<file path="config.mk">
export PLATFORM = sky130hd
export DESIGN_NAME = scpu_multicycle
export DESIGN_NICKNAME = d
export VERILOG_FILES = /design/src/rtl/scpu_pkg.sv /design/src/rtl/scpu_alu.sv /design/src/rtl/scpu_multicycle.sv
export SDC_FILE = /design/constraint.sdc
export NUM_CORES = 1
export LEC_CHECK = 0
export CORE_UTILIZATION = 50
export CTS_BUF_LIST = sky130_fd_sc_hd__clkbuf_8
export CTS_CLUSTER_DIAMETER = 150
export CTS_CLUSTER_SIZE = 16
export DETAILED_ROUTE_END_ITERATION = 16
export PLACE_DENSITY_LB_ADDON = 0.05
export SLEW_MARGIN = 25
export SYNTH_ARGS = -nofsm -noshare
export SYNTH_HDL_FRONTEND = slang
export SYNTH_SLANG_ARGS = --single-unit
</file>
<file path="constraint.sdc">
create_clock -name clk -period 13.1 [get_ports clk]
set_input_delay 2.62 -clock clk [delete_from_list [all_inputs] [get_ports clk]]
set_output_delay 2.62 -clock clk [all_outputs]
set_load 0.01 [all_outputs]
</file>
<file path="src/rtl/scpu_pkg.sv">
// Shared constants and state encoding for the multi-cycle scalar core.
// Optional flags output is enabled with SCPU_FLAGS_EN.
package scpu_pkg;

    localparam logic [1:0] CLS_NOP   = 2'b00;
    localparam logic [1:0] CLS_ALU   = 2'b01;
    localparam logic [1:0] CLS_LOAD  = 2'b10;
    localparam logic [1:0] CLS_STORE = 2'b11;

    localparam logic [3:0] FN_ADD = 4'd0;
    localparam logic [3:0] FN_SUB = 4'd1;
    localparam logic [3:0] FN_AND = 4'd2;
    localparam logic [3:0] FN_OR  = 4'd3;
    localparam logic [3:0] FN_XOR = 4'd4;

    typedef enum logic [2:0] {
        S_IDLE,
        S_DECODE,
        S_EXEC,
        S_MEM,
        S_WB
    } state_t;

endpackage

</file>
<file path="src/rtl/scpu_alu.sv">
// Combinational ALU: add/sub with carry/borrow, logic ops, reserved funct flag.
module scpu_alu
    import scpu_pkg::*;
#(
    parameter int DATA_WIDTH = 8
) (
    input  logic [DATA_WIDTH-1:0] a,
    input  logic [DATA_WIDTH-1:0] b,
    input  logic [3:0]            funct,
    output logic [DATA_WIDTH-1:0] y,
    output logic                  carry,
    output logic                  illegal
);

    logic [DATA_WIDTH:0] sum;
    logic [DATA_WIDTH:0] dif;

    // Top bit of the widened difference is the borrow (a < b)
    assign sum = {1'b0, a} + {1'b0, b};
    assign dif = {1'b0, a} - {1'b0, b};

    always_comb begin
        y       = '0;
        carry   = 1'b0;
        illegal = 1'b0;
        case (funct)
            FN_ADD:  {carry, y} = sum;
            FN_SUB:  {carry, y} = dif;
            FN_AND:  y = a & b;
            FN_OR:   y = a | b;
            FN_XOR:  y = a ^ b;
            default: illegal = 1'b1;
        endcase
    end

endmodule

</file>
<file path="src/rtl/scpu_multicycle.sv">
// Multi-cycle core: handshake-fed DECODE/EXEC/MEM/WB with internal regfile and memory.
// Define SCPU_FLAGS_EN to add the flag_z/flag_c outputs.
module scpu_multicycle
    import scpu_pkg::*;
#(
    parameter int DATA_WIDTH  = 8,
    parameter int ADDR_BITS   = 5,
    parameter int REG_BITS    = 2,
    parameter int INSTR_WIDTH = 20
) (
    input  logic                   clk,
    input  logic                   rst,
    input  logic [INSTR_WIDTH-1:0] instr,
    input  logic                   instr_valid,
    output logic                   instr_ready,
    output logic                   busy,
    output logic                   done,
    output logic                   illegal,
`ifdef SCPU_FLAGS_EN
    output logic                   flag_z,
    output logic                   flag_c,
`endif
    input  logic [REG_BITS-1:0]    dbg_raddr,
    output logic [DATA_WIDTH-1:0]  dbg_rdata
);

    localparam int NREG  = 2 ** REG_BITS;
    localparam int DEPTH = 2 ** ADDR_BITS;
    localparam int IW    = INSTR_WIDTH;

    if (INSTR_WIDTH != 2 + 3 * REG_BITS + DATA_WIDTH + 4) begin : g_bad_width
        $fatal(1, "scpu_multicycle: INSTR_WIDTH inconsistent with field widths");
    end

    state_t state, nxt;

    logic [IW-1:0]         ir;
    logic [DATA_WIDTH-1:0] rf  [NREG];
    logic [DATA_WIDTH-1:0] mem [DEPTH];
    logic [DATA_WIDTH-1:0] opa, opb, opd, res, ldata;
    logic [ADDR_BITS-1:0]  addr;
    logic                  ill;

    logic [1:0]            cls;
    logic [REG_BITS-1:0]   x1, x2, x3;
    logic [DATA_WIDTH-1:0] imm;
    logic [3:0]            fn;

    logic [DATA_WIDTH-1:0] alu_y;
    logic                  alu_ill;

    assign cls = ir[IW-1 -: 2];
    assign x1  = ir[IW-3 -: REG_BITS];
    assign x2  = ir[IW-3-REG_BITS -: REG_BITS];
    assign x3  = ir[IW-3-2*REG_BITS -: REG_BITS];
    assign imm = ir[4 +: DATA_WIDTH];
    assign fn  = ir[3:0];

    assign instr_ready = (state == S_IDLE);
    assign busy        = (state != S_IDLE);
    assign done        = (state == S_WB);
    assign illegal     = done & ill;
    assign dbg_rdata   = rf[dbg_raddr];

`ifdef SCPU_FLAGS_EN
    logic alu_c, res_c;

    scpu_alu #(.DATA_WIDTH(DATA_WIDTH)) u_alu (
        .a(opa), .b(opb), .funct(fn),
        .y(alu_y), .carry(alu_c), .illegal(alu_ill)
    );
`else
    scpu_alu #(.DATA_WIDTH(DATA_WIDTH)) u_alu (
        .a(opa), .b(opb), .funct(fn),
        .y(alu_y), .carry(), .illegal(alu_ill)
    );
`endif

    always_ff @(posedge clk or posedge rst) begin
        if (rst) state <= S_IDLE;
        else     state <= nxt;
    end

    always_comb begin
        nxt = state;
        unique case (state)
            S_IDLE:   if (instr_valid) nxt = S_DECODE;
            S_DECODE: nxt = S_EXEC;
            S_EXEC:   nxt = cls[1] ? S_MEM : S_WB;
            S_MEM:    nxt = S_WB;
            S_WB:     nxt = S_IDLE;
            default:  nxt = S_IDLE;
        endcase
    end

    always_ff @(posedge clk or posedge rst) begin
        if (rst) begin
            ir    <= '0;
            opa   <= '0;
            opb   <= '0;
            opd   <= '0;
            res   <= '0;
            ldata <= '0;
            addr  <= '0;
            ill   <= 1'b0;
        end else begin
            case (state)
                S_IDLE: if (instr_valid) ir <= instr;
                S_DECODE: begin
                    opa <= rf[x2];
                    opb <= rf[x3];
                    opd <= rf[x1];
                end
                S_EXEC: begin
                    res  <= alu_y;
                    ill  <= (cls == CLS_ALU) & alu_ill;
                    addr <= ADDR_BITS'(opa + imm);
                end
                S_MEM: if (cls == CLS_LOAD) ldata <= mem[addr];
                default: ;
            endcase
        end
    end

    // Register file comes out of reset holding its own indices
    always_ff @(posedge clk or posedge rst) begin
        if (rst) begin
            for (int i = 0; i < NREG; i++) rf[i] <= DATA_WIDTH'(i);
        end else if (state == S_WB) begin
            if (cls == CLS_ALU && !ill) rf[x1] <= res;
            else if (cls == CLS_LOAD)   rf[x1] <= ldata;
        end
    end

    always_ff @(posedge clk or posedge rst) begin
        if (rst) begin
            for (int i = 0; i < DEPTH; i++) mem[i] <= '0;
        end else if (state == S_MEM && cls == CLS_STORE) begin
            mem[addr] <= opd;
        end
    end

`ifdef SCPU_FLAGS_EN
    always_ff @(posedge clk or posedge rst) begin
        if (rst) begin
            res_c  <= 1'b0;
            flag_z <= 1'b0;
            flag_c <= 1'b0;
        end else begin
            if (state == S_EXEC) res_c <= alu_c;
            if (state == S_WB && cls == CLS_ALU && !ill) begin
                flag_z <= (res == '0);
                flag_c <= res_c;
            end
        end
    end
`endif

endmodule

</file>
==> Word level (Yosys, flattened, before mapping) <==
Index checks and enable logic that the tools add are counted.
{ "classes": {"n_addsub": 3, "magnitude_cmp": 7, "n_eq_ne": 12, "muxes": 29, "n_bitwise": 10, "reduce_logical": 13} }
{ "op_table": {"columns": ["operator", "n"], "rows": [
  ["$bwmux W256", 1],
  ["$mux W8", 12],
  ["$bmux W8 S2", 4],
  ["$bwmux W32", 2],
  ["$mux W32", 2],
  ["$bmux W8 S5", 1],
  ["$demux W8 S5", 1],
  ["$pmux W8 S5", 1],
  ["$demux W8 S2", 1],
  ["$ge A3 B3 Y1 const B", 4],
  ["$not A2 Y3", 4],
  ["$pmux W3 S4", 1],
  ["$add A8 B8 Y8", 1],
  ["$and A8 B8 Y8", 1],
  ["$eq A4 B2 Y1 const B", 2],
  ["$or A8 B8 Y8", 1],
  ["$sub A8 B8 Y8", 1],
  ["$xor A8 B8 Y8", 1],
  ["$eq A3 B2 Y1 const B", 2],
  ["$ge A6 B6 Y1 const B", 1],
  ["$lt A6 B1 Y1 const B", 1],
  ["$mux W3", 2],
  ["$not A5 Y6", 1],
  ["$reduce_and A2 Y1", 3],
  ["other kinds (18)", 23]
]} }
{ "word_totals": {"register_bits": 357, "inputBits": 25, "wordCells": 119} }

==> Longest topological paths before layout <==
{ "logic_depth": {"depth_word": 8, "mapped_depth": 13, "mapped_depth_nobuf": 12} }

==> By module <==
Synthesis repeated with hierarchy kept, for this count alone.
{ "unflattened": {"cells_unflattened": 1306, "hier_area_um2": 17634.4} }
{ "modules_own_cells": {"columns": ["mod", "instances", "cells_each", "area_each_um2", "seq_area_each_um2"], "rows": [
  ["scpu_multicycle", 1, 1145, 16518.3, 8863.5],
  ["scpu_alu", 1, 161, 1116.1, 0.0]
]} }

==> Worst setup path after synthesis <==
OpenSTA, ideal clock, no wires.
{ "synth_path": {"path_type": "input-to-output", "startpoint": "in dbg_raddr[0]", "endpoint": "out dbg_rdata[0]", "t_arrival_ns": 3.635, "slack_ns": 6.845, "path_stages": 2, "path_cell_list": "clkbuf_1 > mux4_2"} }
{ "synth_via": {"elab_chain_cells": 4} }
{ "synth_rtl": {"columns": ["item", "line_no", "source"], "rows": [
  ["start: declaration", "scpu_multicycle.sv:23", "input logic [REG_BITS-1:0] dbg_raddr,"],
  ["$not A2 Y3 (implied by the code)", "scpu_multicycle.sv:63", "assign dbg_rdata = rf[dbg_raddr];"],
  ["$bmux W8 S2", "scpu_multicycle.sv:63", null],
  ["$mux W8 (implied by the code) (2 in a row)", "scpu_multicycle.sv:63", null],
  ["end: declaration", "scpu_multicycle.sv:24", "output logic [DATA_WIDTH-1:0] dbg_rdata"]
]} }
No other way between the ends. The select of a mux whose other input is x is not followed.

==> Worst setup path after layout <==
{ "layout_path": {"startpoint": "in dbg_raddr[0]", "endpoint": "out dbg_rdata[1]"} }
Same word-level chain as after synthesis.

==> summary.txt <==
Via count of the first global-routing pass: 10600
Flops & latches, synth: 354
Number of cells upsized or downsized after cts: 0
Max-slew headroom: 37.7%
Core occupancy in the finished layout: 53.8%
Wire length reported by the detailed router: 41.3 mm
Post-route total power: 3.17 mW
Total routing resource utilization after global routing: 24.2%
Die outline height: 189 µm
Crit Path Class: input port to output pin
Data arrival, critical path: 4.62 ns
Final Hold Viols: 0
EDFF count, synth: 0
Via count normalized by instance count: 5.92
Max-cap violations: 0
Count of standard-cell rows: 68
TritonCTS sink count: 354
Smallest hold slack: 0.505 ns
Post-layout min period: 7.24 ns
Outcome: complete, no violations
Latest clock arrival within the worst-skew pair: 0.61 ns
Overflow after GRT: 0
Prevailing post-synth register cell: dfrtp_1
Distinct cell type count of the synthesized netlist: 67
Cell chosen for the clock root: clkbuf_8
Cell area after synthesis: 17400 µm²
Fin Clk Skew: 0.0298 ns
Worst setup SP type: input port
Average wire per cell in the routed design: 23.8 µm
Most instantiated library cell after synthesis: dfrtp_1
Post-CTS setup repair buffer count: 0
Total Nets Final: 1326
Commonest cells in the netlist: dfrtp_1 (350), mux2_2 (280), mux4_2 (85), nand2_1 (75), o21ai_0 (56)
Least-Margin Pin Slew: 0.911 ns
Required time worst endpoint: 10.48 ns
Largest vdd supply drop: 104 µV
Number of I/O pins: 37
Initial detailed-routing violation count: 592
Initial cell density of the core: 50.6%
Achievable frequency: 138 MHz
Final sum of negative setup slack: 0 ns
Area after DPL: 18100 µm²
Async SR Flop Fraction: 100%
Clock transition at the registers of the reported paths: 0.11 ns
Final count of negative-setup-slack endpoints: 0
Cell type with the largest total area after synthesis: dfrtp_1
Critical path capture point type: output pin
CP max FO: 8
Setup repair after global routing missed its margin: false
Die area: 35600 µm²
Fraction of layout instances using a drive strength above 1: 36.2%
Maximum number of pins on one net before global-route repair: 172
Final cycle utilization of the critical path: 55.2%
H-tree depth: 1
Fin. max-slew vios: 0
TritonCTS clock tree: done
Wire length of the first global-routing pass: 65.7 mm
Number of buffers inserted by hold repair at cts: 0
Via count: 10300
Portion of synthesized cell area occupied by the leading cell type: 50.3%
Half-perimeter wire length of the detailed placement result: 26.6 mm
Number of inserted diodes: 0
Mean cell area of the mapped netlist: 13.7 µm²
Syn nets: 1331
Final antenna-violating net count: 0
Sequential cell area fraction in the yosys report: 50.9%
Buffer levels on the longest clock path: 3
Initial antenna violation count: 0
Synth area leaders: dfrtp_1 (50%), mux2_2 (18%), mux4_2 (11%)
Post-Syn Instances: 1276
Number of DRC violations after detailed routing: 0
CTS Buf Count: 26
Area growth from synthesis to layout: 6.46%
# port buffers: 33
Number of detailed-route iterations in the first pass: 5
Cell leakage power: 8.47 nW
Number of synthesis warnings: 0
Power density cells: 171 nW/µm²
Weighted congestion at the end of routability-driven global placement: 0.851
Die outline width: 189 µm
Area of all placed cells without fillers: 18600 µm²
HP Class: flop to flop
Core Footprint: 34500 µm²
==> area by class of cell <==
type                       instances  area (µm²)
timing repair buffer              50         490
clock inverter                    12        57.6
inverter                          29         116
tap                              455         569
clock buffer                      27         372
sequential                       354        8870
fill                            2947       15900
multi-input combinational        810        8070
==> where the power goes <==
group          total [mW]  switching (mW)  internal, mW
combinational        1.15           0.627         0.522
sequential           1.47           0.241          1.23
clock               0.555           0.363         0.192
==> cell families after synthesis <==
group           Yosys count  synth area share, %
mux                     406                 31.4
flops                   354                 50.9
simple gates            212                 6.64
compound gates          145                 5.08
buf+inv                 112                 2.89
fa+ha+maj                30                 2.24
xor+xnor                 17                0.854
==> final timing paths <==
| path | start | end | depth (start not counted) | slack [ns] |
|---|---|---|---|---|
| worst max register to register | addr[1]$_DFFE_PP0N_ | mem[139]$_DFFE_PP0P_ | 5 | 9.46 |
| max in group asynchronous | rst | mem[130]$_DFFE_PP0P_ | 4 | 8.90 |
| worst min-delay path | res[3]$_DFFE_PP0N_ | res[3]$_DFFE_PP0N_ | 2 | 0.50 |
| worst max-delay path | dbg_raddr[0] | dbg_rdata[1] | 3 | 5.86 |
| min in group asynchronous | rst | ir[16]$_DFFE_PP0P_ | 2 | 2.56 |
| worst min register to register | res[3]$_DFFE_PP0N_ | res[3]$_DFFE_PP0N_ | 2 | 0.50 |
==> metrics by stage <==
stage | cells | setup WS (ns)
2_1_floorplan | 1276 | 0.666
3_3_place_gp | 1697 | 5.84
3_5_place_dp | 1697 | 5.84
4_1_cts | 1736 | 5.84
5_1_grt | 1737 | 5.77
6_report | 1737 | 5.86
==> critical path: stages <==
cell and delay, ns:
clkdlybuf4s50_1 0.89, mux4_2 0.61, clkdlybuf4s50_1 0.49
==> layout by cell type, fill, tap and decap left out, types with 3 or more instances in the layout <==
master / n
a2111oi_0: 3
a211oi_1: 5
a21o_1: 6
a21oi_1: 34
a222oi_1: 3
a22oi_1: 7
a31oi_1: 3
and2_1: 3
buf_4: 15
clkbuf_8: 27
clkdlybuf4s50_1: 33
dfrtp_1: 345
dfrtp_2: 3
dfstp_2: 4
ha_1: 28
inv_1: 38
mux2_2: 280
mux2i_1: 40
mux4_2: 85
nand2_1: 75
nand2_2: 5
nand2b_1: 5
nand3_1: 6
nand3b_1: 6
nor2_1: 33
nor2_2: 18
nor2b_1: 13
nor3_1: 16
nor3_4: 4
nor3b_1: 5
o21ai_0: 56
o22a_1: 4
o22ai_1: 5
o311ai_0: 3
or2_2: 4
xnor2_1: 14
xor2_1: 3
==> metal layers <==
layer / wire length [µm] / vias to the layer above / global-route usage, %
met3: 1450 / 47 / 2.63
met2: 20500 / 179 / 40.2
met5: 0 / - / 0
met1: 18400 / 5419 / 34.1
li1: - / 4645 / -
met4: 943 / 0 / 5.92
==> flip-flops by register name, indices dropped and copies added, names as in the netlist, 8 cells and up <==
register / cells
mem: 256
rf: 32
ir: 17
ldata: 8
opa: 8
opb: 8
opd: 8
res: 8
(Power assumes the default switching activity.)
